===== src/rtl/cpu_pkg.sv =====
`default_nettype none
// ============================================================================
// Module      : cpu_pkg
// Description : Shared definitions for the fetch/sequencing stage: state
//               encodings, bus widths, instruction-word field positions and
//               the indirect-reference decode helper.
// Revision    : 1.0 - initial release
// ============================================================================
package cpu_pkg;

    localparam int ADDR_W = 12;
    localparam int DATA_W = 16;

    // Instruction word layout: [15] I bit, [14:12] opcode, [11:0] address
    localparam int IR_I_BIT   = 15;
    localparam int IR_OPC_HI  = 14;
    localparam int IR_OPC_LO  = 12;
    localparam int IR_ADDR_HI = 11;

    // Opcode 7 marks register/IO-reference words; their I bit is not an
    // indirect flag.
    localparam logic [2:0] OPC_REG_REF = 3'd7;

    typedef enum logic [2:0] {
        ST_IDLE     = 3'd0,
        ST_FETCH    = 3'd1,
        ST_DECODE   = 3'd2,
        ST_INDIRECT = 3'd3,
        ST_EXEC     = 3'd4
    } fetch_state_t;

    function automatic logic is_indirect(input logic [DATA_W-1:0] ir);
        return ir[IR_I_BIT] && (ir[IR_OPC_HI:IR_OPC_LO] != OPC_REG_REF);
    endfunction

endpackage
`default_nettype wire


===== src/rtl/fetch_unit_if.sv =====
`default_nettype none
// ============================================================================
// Module      : fetch_unit_if
// Description : Memory read handshake between the fetch unit and the shared
//               memory. mem_req is held until mem_ready is seen.
//   master : mem_req, mem_addr out; mem_ready, mem_rdata in (fetch unit)
//   slave  : mem_req, mem_addr in;  mem_ready, mem_rdata out (memory)
// Revision    : 1.0 - initial release
// ============================================================================
interface fetch_unit_if #(
    parameter int ADDR_W = cpu_pkg::ADDR_W,
    parameter int DATA_W = cpu_pkg::DATA_W
);
    logic              mem_req;
    logic [ADDR_W-1:0] mem_addr;
    logic              mem_ready;
    logic [DATA_W-1:0] mem_rdata;

    modport master (output mem_req, output mem_addr,
                    input  mem_ready, input mem_rdata);
    modport slave  (input  mem_req, input mem_addr,
                    output mem_ready, output mem_rdata);
endinterface
`default_nettype wire


===== src/rtl/seq_counter.sv =====
`default_nettype none
// ============================================================================
// Module      : seq_counter
// Description : 4-bit sequence counter, synchronous clear (priority over
//               enable), counts when enabled, saturates at 15.
//   clk, reset_n : clock, asynchronous active-low reset
//   i_clr        : synchronous clear to 0
//   i_en         : count enable
//   o_count      : current count
// Revision    : 1.0 - initial release
// ============================================================================
module seq_counter (
    input  wire logic       clk,
    input  wire logic       reset_n,
    input  wire logic       i_clr,
    input  wire logic       i_en,
    output logic      [3:0] o_count
);
    logic [3:0] r_count;

    always_ff @(posedge clk or negedge reset_n) begin
        if (!reset_n) begin
            r_count <= 4'd0;
        end else if (i_clr) begin
            r_count <= 4'd0;
        end else if (i_en && (r_count != 4'hF)) begin
            r_count <= r_count + 4'd1;
        end
    end

    assign o_count = r_count;
endmodule
`default_nettype wire


===== src/rtl/fetch_unit.sv =====
`default_nettype none
// ============================================================================
// Module      : fetch_unit
// Description : Instruction fetch and sequencing stage. Owns PC, AR, IR and
//               the sequence counter; fetches over the memory handshake,
//               optionally resolves indirect addresses, then holds IR/AR for
//               the control unit until end-of-instruction (i_clr_sc), where
//               branch/skip PC updates are applied.
//   Build option : FETCH_INDIRECT_EN - when defined, indirect memory-reference
//                  words take an extra INDIRECT read to resolve AR; otherwise
//                  DECODE always proceeds to EXEC with AR = IR[11:0].
//   clk, reset_n     : clock, asynchronous active-low reset
//   i_start          : leave IDLE and fetch at PC
//   i_clr_sc         : end-of-instruction pulse (EXEC only), qualifies
//                      i_halt / i_branch / i_branch_addr / i_skip
//   mem              : memory read handshake (master)
//   o_ir, o_ar, o_pc : instruction, effective address, program counter
//   o_ir_valid       : IR/AR stable for the control unit (EXEC)
//   o_sc             : sequence counter
//   o_is_idle        : unit is in IDLE
// Revision    : 1.0 - initial release
// ============================================================================
module fetch_unit #(
    parameter int              ADDR_W   = cpu_pkg::ADDR_W,
    parameter int              DATA_W   = cpu_pkg::DATA_W,
    parameter logic [ADDR_W-1:0] RESET_PC = '0
) (
    input  wire logic              clk,
    input  wire logic              reset_n,
    input  wire logic              i_start,
    input  wire logic              i_halt,
    input  wire logic              i_clr_sc,
    input  wire logic              i_branch,
    input  wire logic [ADDR_W-1:0] i_branch_addr,
    input  wire logic              i_skip,
    fetch_unit_if.master           mem,
    output logic      [DATA_W-1:0] o_ir,
    output logic      [ADDR_W-1:0] o_ar,
    output logic      [ADDR_W-1:0] o_pc,
    output logic                   o_ir_valid,
    output logic      [3:0]        o_sc,
    output logic                   o_is_idle
);
    import cpu_pkg::*;

    fetch_state_t      r_state;
    fetch_state_t      w_next;
    logic [ADDR_W-1:0] r_pc;
    logic [ADDR_W-1:0] r_ar;
    logic [DATA_W-1:0] r_ir;
    logic              w_sc_clr;
    logic              w_sc_en;

    // ------------------------------------------------------------------
    // State register
    // ------------------------------------------------------------------
    always_ff @(posedge clk or negedge reset_n) begin
        if (!reset_n) begin
            r_state <= ST_IDLE;
        end else begin
            r_state <= w_next;
        end
    end

    // ------------------------------------------------------------------
    // Next-state logic
    // ------------------------------------------------------------------
    always_comb begin
        w_next = r_state;
        unique case (r_state)
            ST_IDLE: begin
                if (i_start) w_next = ST_FETCH;
            end
            ST_FETCH: begin
                if (mem.mem_ready) w_next = ST_DECODE;
            end
            ST_DECODE: begin
`ifdef FETCH_INDIRECT_EN
                w_next = is_indirect(r_ir) ? ST_INDIRECT : ST_EXEC;
`else
                w_next = ST_EXEC;
`endif
            end
            ST_INDIRECT: begin
                if (mem.mem_ready) w_next = ST_EXEC;
            end
            ST_EXEC: begin
                if (i_clr_sc) w_next = i_halt ? ST_IDLE : ST_FETCH;
            end
            default: w_next = ST_IDLE;
        endcase
    end

    // ------------------------------------------------------------------
    // PC / AR / IR
    // ------------------------------------------------------------------
    always_ff @(posedge clk or negedge reset_n) begin
        if (!reset_n) begin
            r_pc <= RESET_PC;
            r_ar <= '0;
            r_ir <= '0;
        end else begin
            unique case (r_state)
                ST_FETCH: begin
                    if (mem.mem_ready) begin
                        r_ir <= mem.mem_rdata;
                        r_pc <= r_pc + 1'b1;
                    end
                end
                ST_DECODE: begin
                    r_ar <= r_ir[ADDR_W-1:0];
                end
                ST_INDIRECT: begin
                    if (mem.mem_ready) r_ar <= mem.mem_rdata[ADDR_W-1:0];
                end
                ST_EXEC: begin
                    // Branch wins over skip; skip adds to the PC already
                    // advanced during FETCH.
                    if (i_clr_sc) begin
                        if (i_branch)    r_pc <= i_branch_addr;
                        else if (i_skip) r_pc <= r_pc + 1'b1;
                    end
                end
                default: ;
            endcase
        end
    end

    // ------------------------------------------------------------------
    // Sequence counter: cleared on every entry into FETCH, counts in all
    // non-IDLE states.
    // ------------------------------------------------------------------
    assign w_sc_clr = (w_next == ST_FETCH) && (r_state != ST_FETCH);
    assign w_sc_en  = (r_state != ST_IDLE);

    seq_counter u_seq_counter (
        .clk     (clk),
        .reset_n (reset_n),
        .i_clr   (w_sc_clr),
        .i_en    (w_sc_en),
        .o_count (o_sc)
    );

    // ------------------------------------------------------------------
    // Outputs, decoded from registered state only
    // ------------------------------------------------------------------
    assign mem.mem_req  = (r_state == ST_FETCH) || (r_state == ST_INDIRECT);
    assign mem.mem_addr = (r_state == ST_INDIRECT) ? r_ar : r_pc;
    assign o_ir_valid   = (r_state == ST_EXEC);
    assign o_is_idle    = (r_state == ST_IDLE);
    assign o_ir         = r_ir;
    assign o_ar         = r_ar;
    assign o_pc         = r_pc;

endmodule
`default_nettype wire


===== src/flat_wrapper.sv =====
// flat-port wrapper written by rule: the top's interface ports become plain ports
module fetch_unit_flat import cpu_pkg::*;
#(
    parameter int              ADDR_W   = cpu_pkg::ADDR_W,
    parameter int              DATA_W   = cpu_pkg::DATA_W,
    parameter logic [ADDR_W-1:0] RESET_PC = '0
)
  (clk, reset_n, i_start, i_halt, i_clr_sc, i_branch, i_branch_addr, i_skip, o_ir, o_ar, o_pc, o_ir_valid, o_sc, o_is_idle, mem_mem_req, mem_mem_addr, mem_mem_ready, mem_mem_rdata);
  fetch_unit_if #(.ADDR_W(ADDR_W), .DATA_W(DATA_W)) mem_i ();
  input  wire logic clk;
  input  wire logic reset_n;
  input  wire logic i_start;
  input  wire logic i_halt;
  input  wire logic i_clr_sc;
  input  wire logic i_branch;
  input  wire logic [ADDR_W-1:0] i_branch_addr;
  input  wire logic i_skip;
  output logic      [DATA_W-1:0] o_ir;
  output logic      [ADDR_W-1:0] o_ar;
  output logic      [ADDR_W-1:0] o_pc;
  output logic o_ir_valid;
  output logic      [3:0] o_sc;
  output logic o_is_idle;
  output wire logic [$bits(mem_i.mem_req)-1:0] mem_mem_req;
  output wire logic [$bits(mem_i.mem_addr)-1:0] mem_mem_addr;
  input wire logic [$bits(mem_i.mem_ready)-1:0] mem_mem_ready;
  input wire logic [$bits(mem_i.mem_rdata)-1:0] mem_mem_rdata;
  assign mem_mem_req = mem_i.mem_req;
  assign mem_mem_addr = mem_i.mem_addr;
  assign mem_i.mem_ready = mem_mem_ready;
  assign mem_i.mem_rdata = mem_mem_rdata;
  fetch_unit #(.ADDR_W(ADDR_W), .DATA_W(DATA_W), .RESET_PC(RESET_PC)) u_core (.clk(clk), .reset_n(reset_n), .i_start(i_start), .i_halt(i_halt), .i_clr_sc(i_clr_sc), .i_branch(i_branch), .i_branch_addr(i_branch_addr), .i_skip(i_skip), .mem(mem_i), .o_ir(o_ir), .o_ar(o_ar), .o_pc(o_pc), .o_ir_valid(o_ir_valid), .o_sc(o_sc), .o_is_idle(o_is_idle));
endmodule

===== config.mk =====
export PLATFORM = sky130hd
export DESIGN_NAME = fetch_unit_flat
export DESIGN_NICKNAME = d
export VERILOG_FILES = /design/src/rtl/cpu_pkg.sv /design/src/rtl/fetch_unit_if.sv /design/src/rtl/seq_counter.sv /design/src/rtl/fetch_unit.sv /design/src/flat_wrapper.sv
export SDC_FILE = /design/constraint.sdc
export NUM_CORES = 1
export LEC_CHECK = 0
export ABC_AREA = 1
export CORE_ASPECT_RATIO = 0.9
export CORE_MARGIN = 2
export CORE_UTILIZATION = 35
export CTS_CLUSTER_DIAMETER = 120
export DETAILED_ROUTE_END_ITERATION = 6
export GPL_TIMING_DRIVEN = 0
export PLACE_DENSITY = 0.66
export REMOVE_ABC_BUFFERS = 1
export SKIP_LAST_GASP = 1
export SYNTH_ARGS = -nofsm -noshare
export SYNTH_HDL_FRONTEND = slang
export SYNTH_SLANG_ARGS = --single-unit

===== constraint.sdc =====
create_clock -name clk -period 2 [get_ports clk]
set_clock_uncertainty 0.2 [all_clocks]
set_input_delay 0.6 -clock clk [delete_from_list [all_inputs] [get_ports clk]]
set_output_delay 0.6 -clock clk [all_outputs]
set_load 0.1 [all_outputs]

# Yosys cells after proc, flatten, opt, wreduce, memory -nomap -nowiden
# Index checks and enable logic that the tools add are counted.
# Widths: inputs -> output; s select.
dict set report word_totals {
  mem_bits_rw 0
  register_bits 47
  inputBits 36
  n_memories 0
  latch_bits 0
  romBits 0
}
dict set report op_classes {
  n_eq_ne 11
  n_mux 16
  order_cmp 0
  n_mul 0
  div 0
  shifts 0
  n_addsub 2
  bitwise_logic 0
  reduce_logical 11
}
# cell n
set op_table {}
lappend op_table {{$mux 12} 6}
lappend op_table {{$pmux 12 s2} 2}
lappend op_table {{$pmux 3 s5} 1}
lappend op_table {{$add 12x1->12 const B} 1}
lappend op_table {{$mux 3} 4}
lappend op_table {{$mux 4} 2}
lappend op_table {{$eq 3x1->1 const B} 2}
lappend op_table {{$eq 3x2->1 const B} 2}
lappend op_table {{$ne 2x2->1 const B} 3}
lappend op_table {{$reduce_bool 2->1} 3}
lappend op_table {{$add 4x1->4 const B} 1}
lappend op_table {{$ne 4x4->1 const B} 1}
lappend op_table {{$reduce_and 2->1} 2}
lappend op_table {{$reduce_and 4->1} 1}
lappend op_table {{$eq 3x3->1 const B} 1}
lappend op_table {{$logic_not 3->1} 1}
lappend op_table {{$ne 3x1->1 const B} 1}
lappend op_table {{$ne 3x3->1 const B} 1}
lappend op_table {{$reduce_bool 3->1} 1}
lappend op_table {{$logic_and 1x1->1} 2}
lappend op_table {{$logic_or 1x1->1} 1}
lappend op_table {{$mux 1} 1}

# Logic depth before layout (Yosys ltp)
dict set report depth {
  depth_word 6
  depth_mapped 9
}

# Cells and area by module
# A second synthesis with hierarchy kept.
dict set report hier_totals {
  hier_cells 316
  hier_area_um2 2641.3
}
# mod seq_area_each_um2 area_per_inst_um2 n_inst cells_each
set by_module_without_submodules {}
lappend by_module_without_submodules {fetch_unit 1076.0 2418.6 1 287}
lappend by_module_without_submodules {seq_counter 100.1 222.7 1 29}

# Worst setup path before layout
# No wires, ideal clock.
dict set report synth_path {
  path_kind {reg-to-output}
  start {register u_core.r_state[2]}
  end {output mem_mem_addr[0]}
  path_slack_ns -2.404
  path_stages_with_launch 5
  n_path_buf 1
  arrival_ns 3.604
  cell_sequence {dfrtp_1 > nor2_4 > nand2_2 > buf_2 > o21ai_0}
}
dict set report synth_via {
  elab_chain_cells 2
}
# element line_no
set synth_lines {}
lappend synth_lines {{start: declaration} fetch_unit.sv:46} ;# fetch_state_t r_state;
lappend synth_lines {{start signal: assignment} fetch_unit.sv:61} ;# r_state <= w_next;
lappend synth_lines {{$eq 3x2->1} fetch_unit.sv:148} ;# assign mem.mem_addr = (r_state == ST_INDIRECT) ? r_ar : r_pc;
lappend synth_lines {{$mux 12} fetch_unit.sv:148}
lappend synth_lines {{end: declaration} flat_wrapper.sv:25} ;# output wire logic [$bits(mem_i.mem_addr)-1:0] mem_mem_addr;
# No other way between the ends.

# Worst setup path after layout
dict set report layout_path {
  start {register u_core.r_state[2]}
  end {output mem_mem_addr[7]}
}
# Same word-level chain as after synthesis.

==> results.json <==
{
  "setup_viol": 15,
  "clk_latency_ns": 0.30,
  "min_path_type": "input pin to asynchronous set/reset pin",
  "die_width_um": 94.48,
  "cts_buffers": 5,
  "path_cells": "nor2_4 > buf_8 > nand2_8 > nand2_2 > o21ai_4 > buf_12",
  "grt_pass1_vias": 2666,
  "synth_warnings": 0,
  "grt-ovfl-total": 0,
  "postLayoutSetupSlackWorst_ns": -0.3180,
  "use_met1": 0.2851,
  "max-cap-violations": 0,
  "fmax_ghz": 0.4314,
  "critPathSlowestCell": "dfrtp_2",
  "arrival_ns": 1.52,
  "gp_congestion": 0.8038,
  "cts_buffer_depth": 2,
  "crit_fanout": 9,
  "firstDrtPassIters": 4,
  "ioPinCount": 95,
  "htreeDepth": 2,
  "place_area_um2": 3572,
  "num-fill-cells": 641,
  "slew_viol_final": 0,
  "min_period_over_period": 1.159,
  "relSlewSlack": 0.6611,
  "drc_errors": 0,
  "drt_iter0_drc": 71,
  "seqCellArea_um2": 1182,
  "whs_ns": 0.01332,
  "vias": 2727,
  "holdBufCountCts": 0,
  "wl_per_cell_um": 15.65,
  "seq_area_frac_synth": 0.4561,
  "cp.required_ns": 1.20,
  "dpl_worst_slack_ns": -1.609,
  "yosys.cell_types.count": 24,
  "grt-busiest-layer": "met2",
  "clkTransAtPathRegs_ns": 0.09,
  "critical_path.startpoint_type": "register",
  "end_kind": "primary output",
  "hpwlAfterDp_um": 5034,
  "cts_root_buf": "clkbuf_8",
  "synthCells": 342,
  "grt_max_degree": 34,
  "die_y_um": 85.43,
  "tns_ns": -4.301,
  "timing_worst_setup_path_type": "register to primary output",
  "antenna_cells": 0,
  "port_buffers": 94,
  "rsz0062_at_grt": "yes",
  "drt_wl_total_um": 8654,
  "status": "complete, but fails checks",
  "cts_tree": "yes",
  "antenna_left": 0,
  "dieArea_um2": 8071,
  "core_area_um2": 7112,
  "worst-path-buf-inv": 2,
  "multiInputGateArea_um2": 1526,
  "clock_sinks": 47,
  "drive_gt1_frac": 0.3152,
  "violations": "negative setup slack",
  "met3_usage": 0.04529,
  "initial_utilization": 0.3626,
  "period_minus_slack_ns": 2.318,
  "hold_violations": 0,
  "ys_ff_latch": 47,
  "grtUsageMet2": 0.3591,
  "final_nets": 497,
  "avgViaCountPerCell": 4.931,
  "grt_pass1_wl_um": 13630,
  "postSynthAreaPerCell_um2": 7.540,
  "grt_antenna_before_repair": 0,
  "tightest_slew_ns": 0.5118,
  "grtUsageTotal": 0.2165,
  "cp_top_family": "flip-flops",
  "syn-cell-area_um2": 2579,
  "rows": 29,
  "design_area_um2": 4230,
  "areaGrowthSynthToFinish_pct": 64.05,
  "crit_path_max_incr_delay_ns": 0.44
}
layout make-up:
class / instances / share of cell area
Clock buffer: 6 / 0.01715
Clock inverter: 2 / 0.003845
Multi-Input combinational cell: 246 / 0.3608
Sequential cell: 47 / 0.2795
Timing Repair Buffer: 115 / 0.2709
Tap cell: 93 / 0.02751
Inverter: 44 / 0.04022
sequential cells by signal, indices dropped and copies added (netlist names):
| register | flops |
|---|---|
| u_core.o_pc | 12 |
| u_core.u_seq_counter.o_count | 4 |
| u_core.o_ir | 16 |
| u_core.r_state | 3 |
| u_core.o_ar | 12 |
cells in the mapped netlist:
library cell	number	area, um^2
buf_6	2	22.52
o21ai_0	24	120.1
a211oi_4	1	20.02
nor2_1	39	146.4
nand3_1	20	100.1
o211ai_1	12	90.09
nor2_4	1	11.26
nand3_2	2	20.02
clkbuf_1	3	11.26
o21ai_1	12	60.06
inv_2	6	22.52
nand2_2	1	6.260
inv_1	38	142.6
xor2_1	2	17.52
ha_1	2	25.02
buf_4	2	15.01
mux2_1	4	45.04
buf_2	6	30.03
nand3b_1	7	52.55
nand4_1	2	12.51
dfrtp_1	47	1176
a21oi_2	1	8.760
a21oi_1	14	70.07
nand2_1	94	352.8
final timing paths:
check | slack, ns | cells after the start | to | start
hold / removal | 0.01 | 1 | u_core.o_pc[7]$_DFFE_PN0P_ | reset_n
min in group clk | 0.30 | 1 | u_core.o_ir[14]$_DFFE_PN0P_ | u_core.o_ir[14]$_DFFE_PN0P_
max in group asynchronous | 1.06 | 2 | u_core.r_state[1]$_DFF_PN0_ | reset_n
hold reg to reg | 0.30 | 1 | u_core.o_ir[14]$_DFFE_PN0P_ | u_core.o_ir[14]$_DFFE_PN0P_
setup / recovery | -0.32 | 6 | mem_mem_addr[7] | u_core.r_state[2]$_DFF_PN0_
setup reg to reg | 0.07 | 6 | u_core.o_ir[15]$_DFFE_PN0P_ | u_core.r_state[2]$_DFF_PN0_
metal layers:
| layer | part of all wire | up-vias |
|---|---|---|
| li1 | - | 1350 |
| met2 | 0.50 | 80 |
| met3 | 0.060 | 10 |
| met1 | 0.43 | 1287 |
| met5 | 0 | - |
| met4 | 0.015 | 0 |
worst register-to-register path, delay by kind of cell (launching register included):
family,cells,cell delay [ns]
multiplexers,1,0.37
AND/OR/NAND/NOR,2,0.36
buffers and inverters,3,0.46
flip-flops,1,0.44
logic make-up (layout without fill, tap and decap cells):
| logic type | count (synthesis) | after routing | synth area share |
|---|---|---|---|
| and+or+nand+nor | 166 | 173 | 0.2722 |
| AOI/OAI and AO/OA | 64 | 65 | 0.1431 |
| buffers and inverters | 57 | 167 | 0.09461 |
| DFF | 47 | 47 | 0.4561 |
| muxes | 4 | 4 | 0.01747 |
| adders and majority gates | 2 | 2 | 0.009702 |
| xor gates and xnor gates | 2 | 2 | 0.006794 |
metrics by stage:
step / instances / util
after floorplan: 329 / -
after global placement: 516 / 0.5002
after detailed placement: 517 / 0.5023
after CTS: 547 / 0.5799
after global routing: 553 / 0.5948
final: 553 / 0.5948
repair_timing:
item	CTS	global route
pin swaps	8	6
buffers inserted	16	4
endpoints found under the setup margin	88	53
gates resized for setup	451	19
cloned	6	2
hold endpoints to repair	0	0
layout by cell type, fill, tap and decap left out, types with 4 or more instances in the layout:
| master | netlist | routed |
|---|---|---|
| nand2_1 | 94 | 79 |
| dfrtp_1 | 47 | 44 |
| inv_1 | 38 | 36 |
| nor2_1 | 39 | 36 |
| clkdlybuf4s50_1 | 0 | 33 |
| buf_2 | 6 | 29 |
| buf_4 | 2 | 22 |
| buf_12 | 0 | 19 |
| nand3_1 | 20 | 18 |
| a21oi_1 | 14 | 14 |
| nand2_2 | 1 | 13 |
| o21ai_0 | 24 | 12 |
| o21ai_4 | 0 | 12 |
| o21ai_1 | 12 | 12 |
| o211ai_1 | 12 | 12 |
| inv_2 | 6 | 7 |
| nand3b_1 | 7 | 7 |
| buf_6 | 2 | 6 |
| nand3_4 | 0 | 5 |
| clkbuf_8 | 0 | 5 |
| mux2_1 | 4 | 4 |
| clkbuf_4 | 0 | 4 |
Power is left out: the tool's default activity adds up to more than one toggle a clock period on the data nets, which glitch-free logic cannot reach.
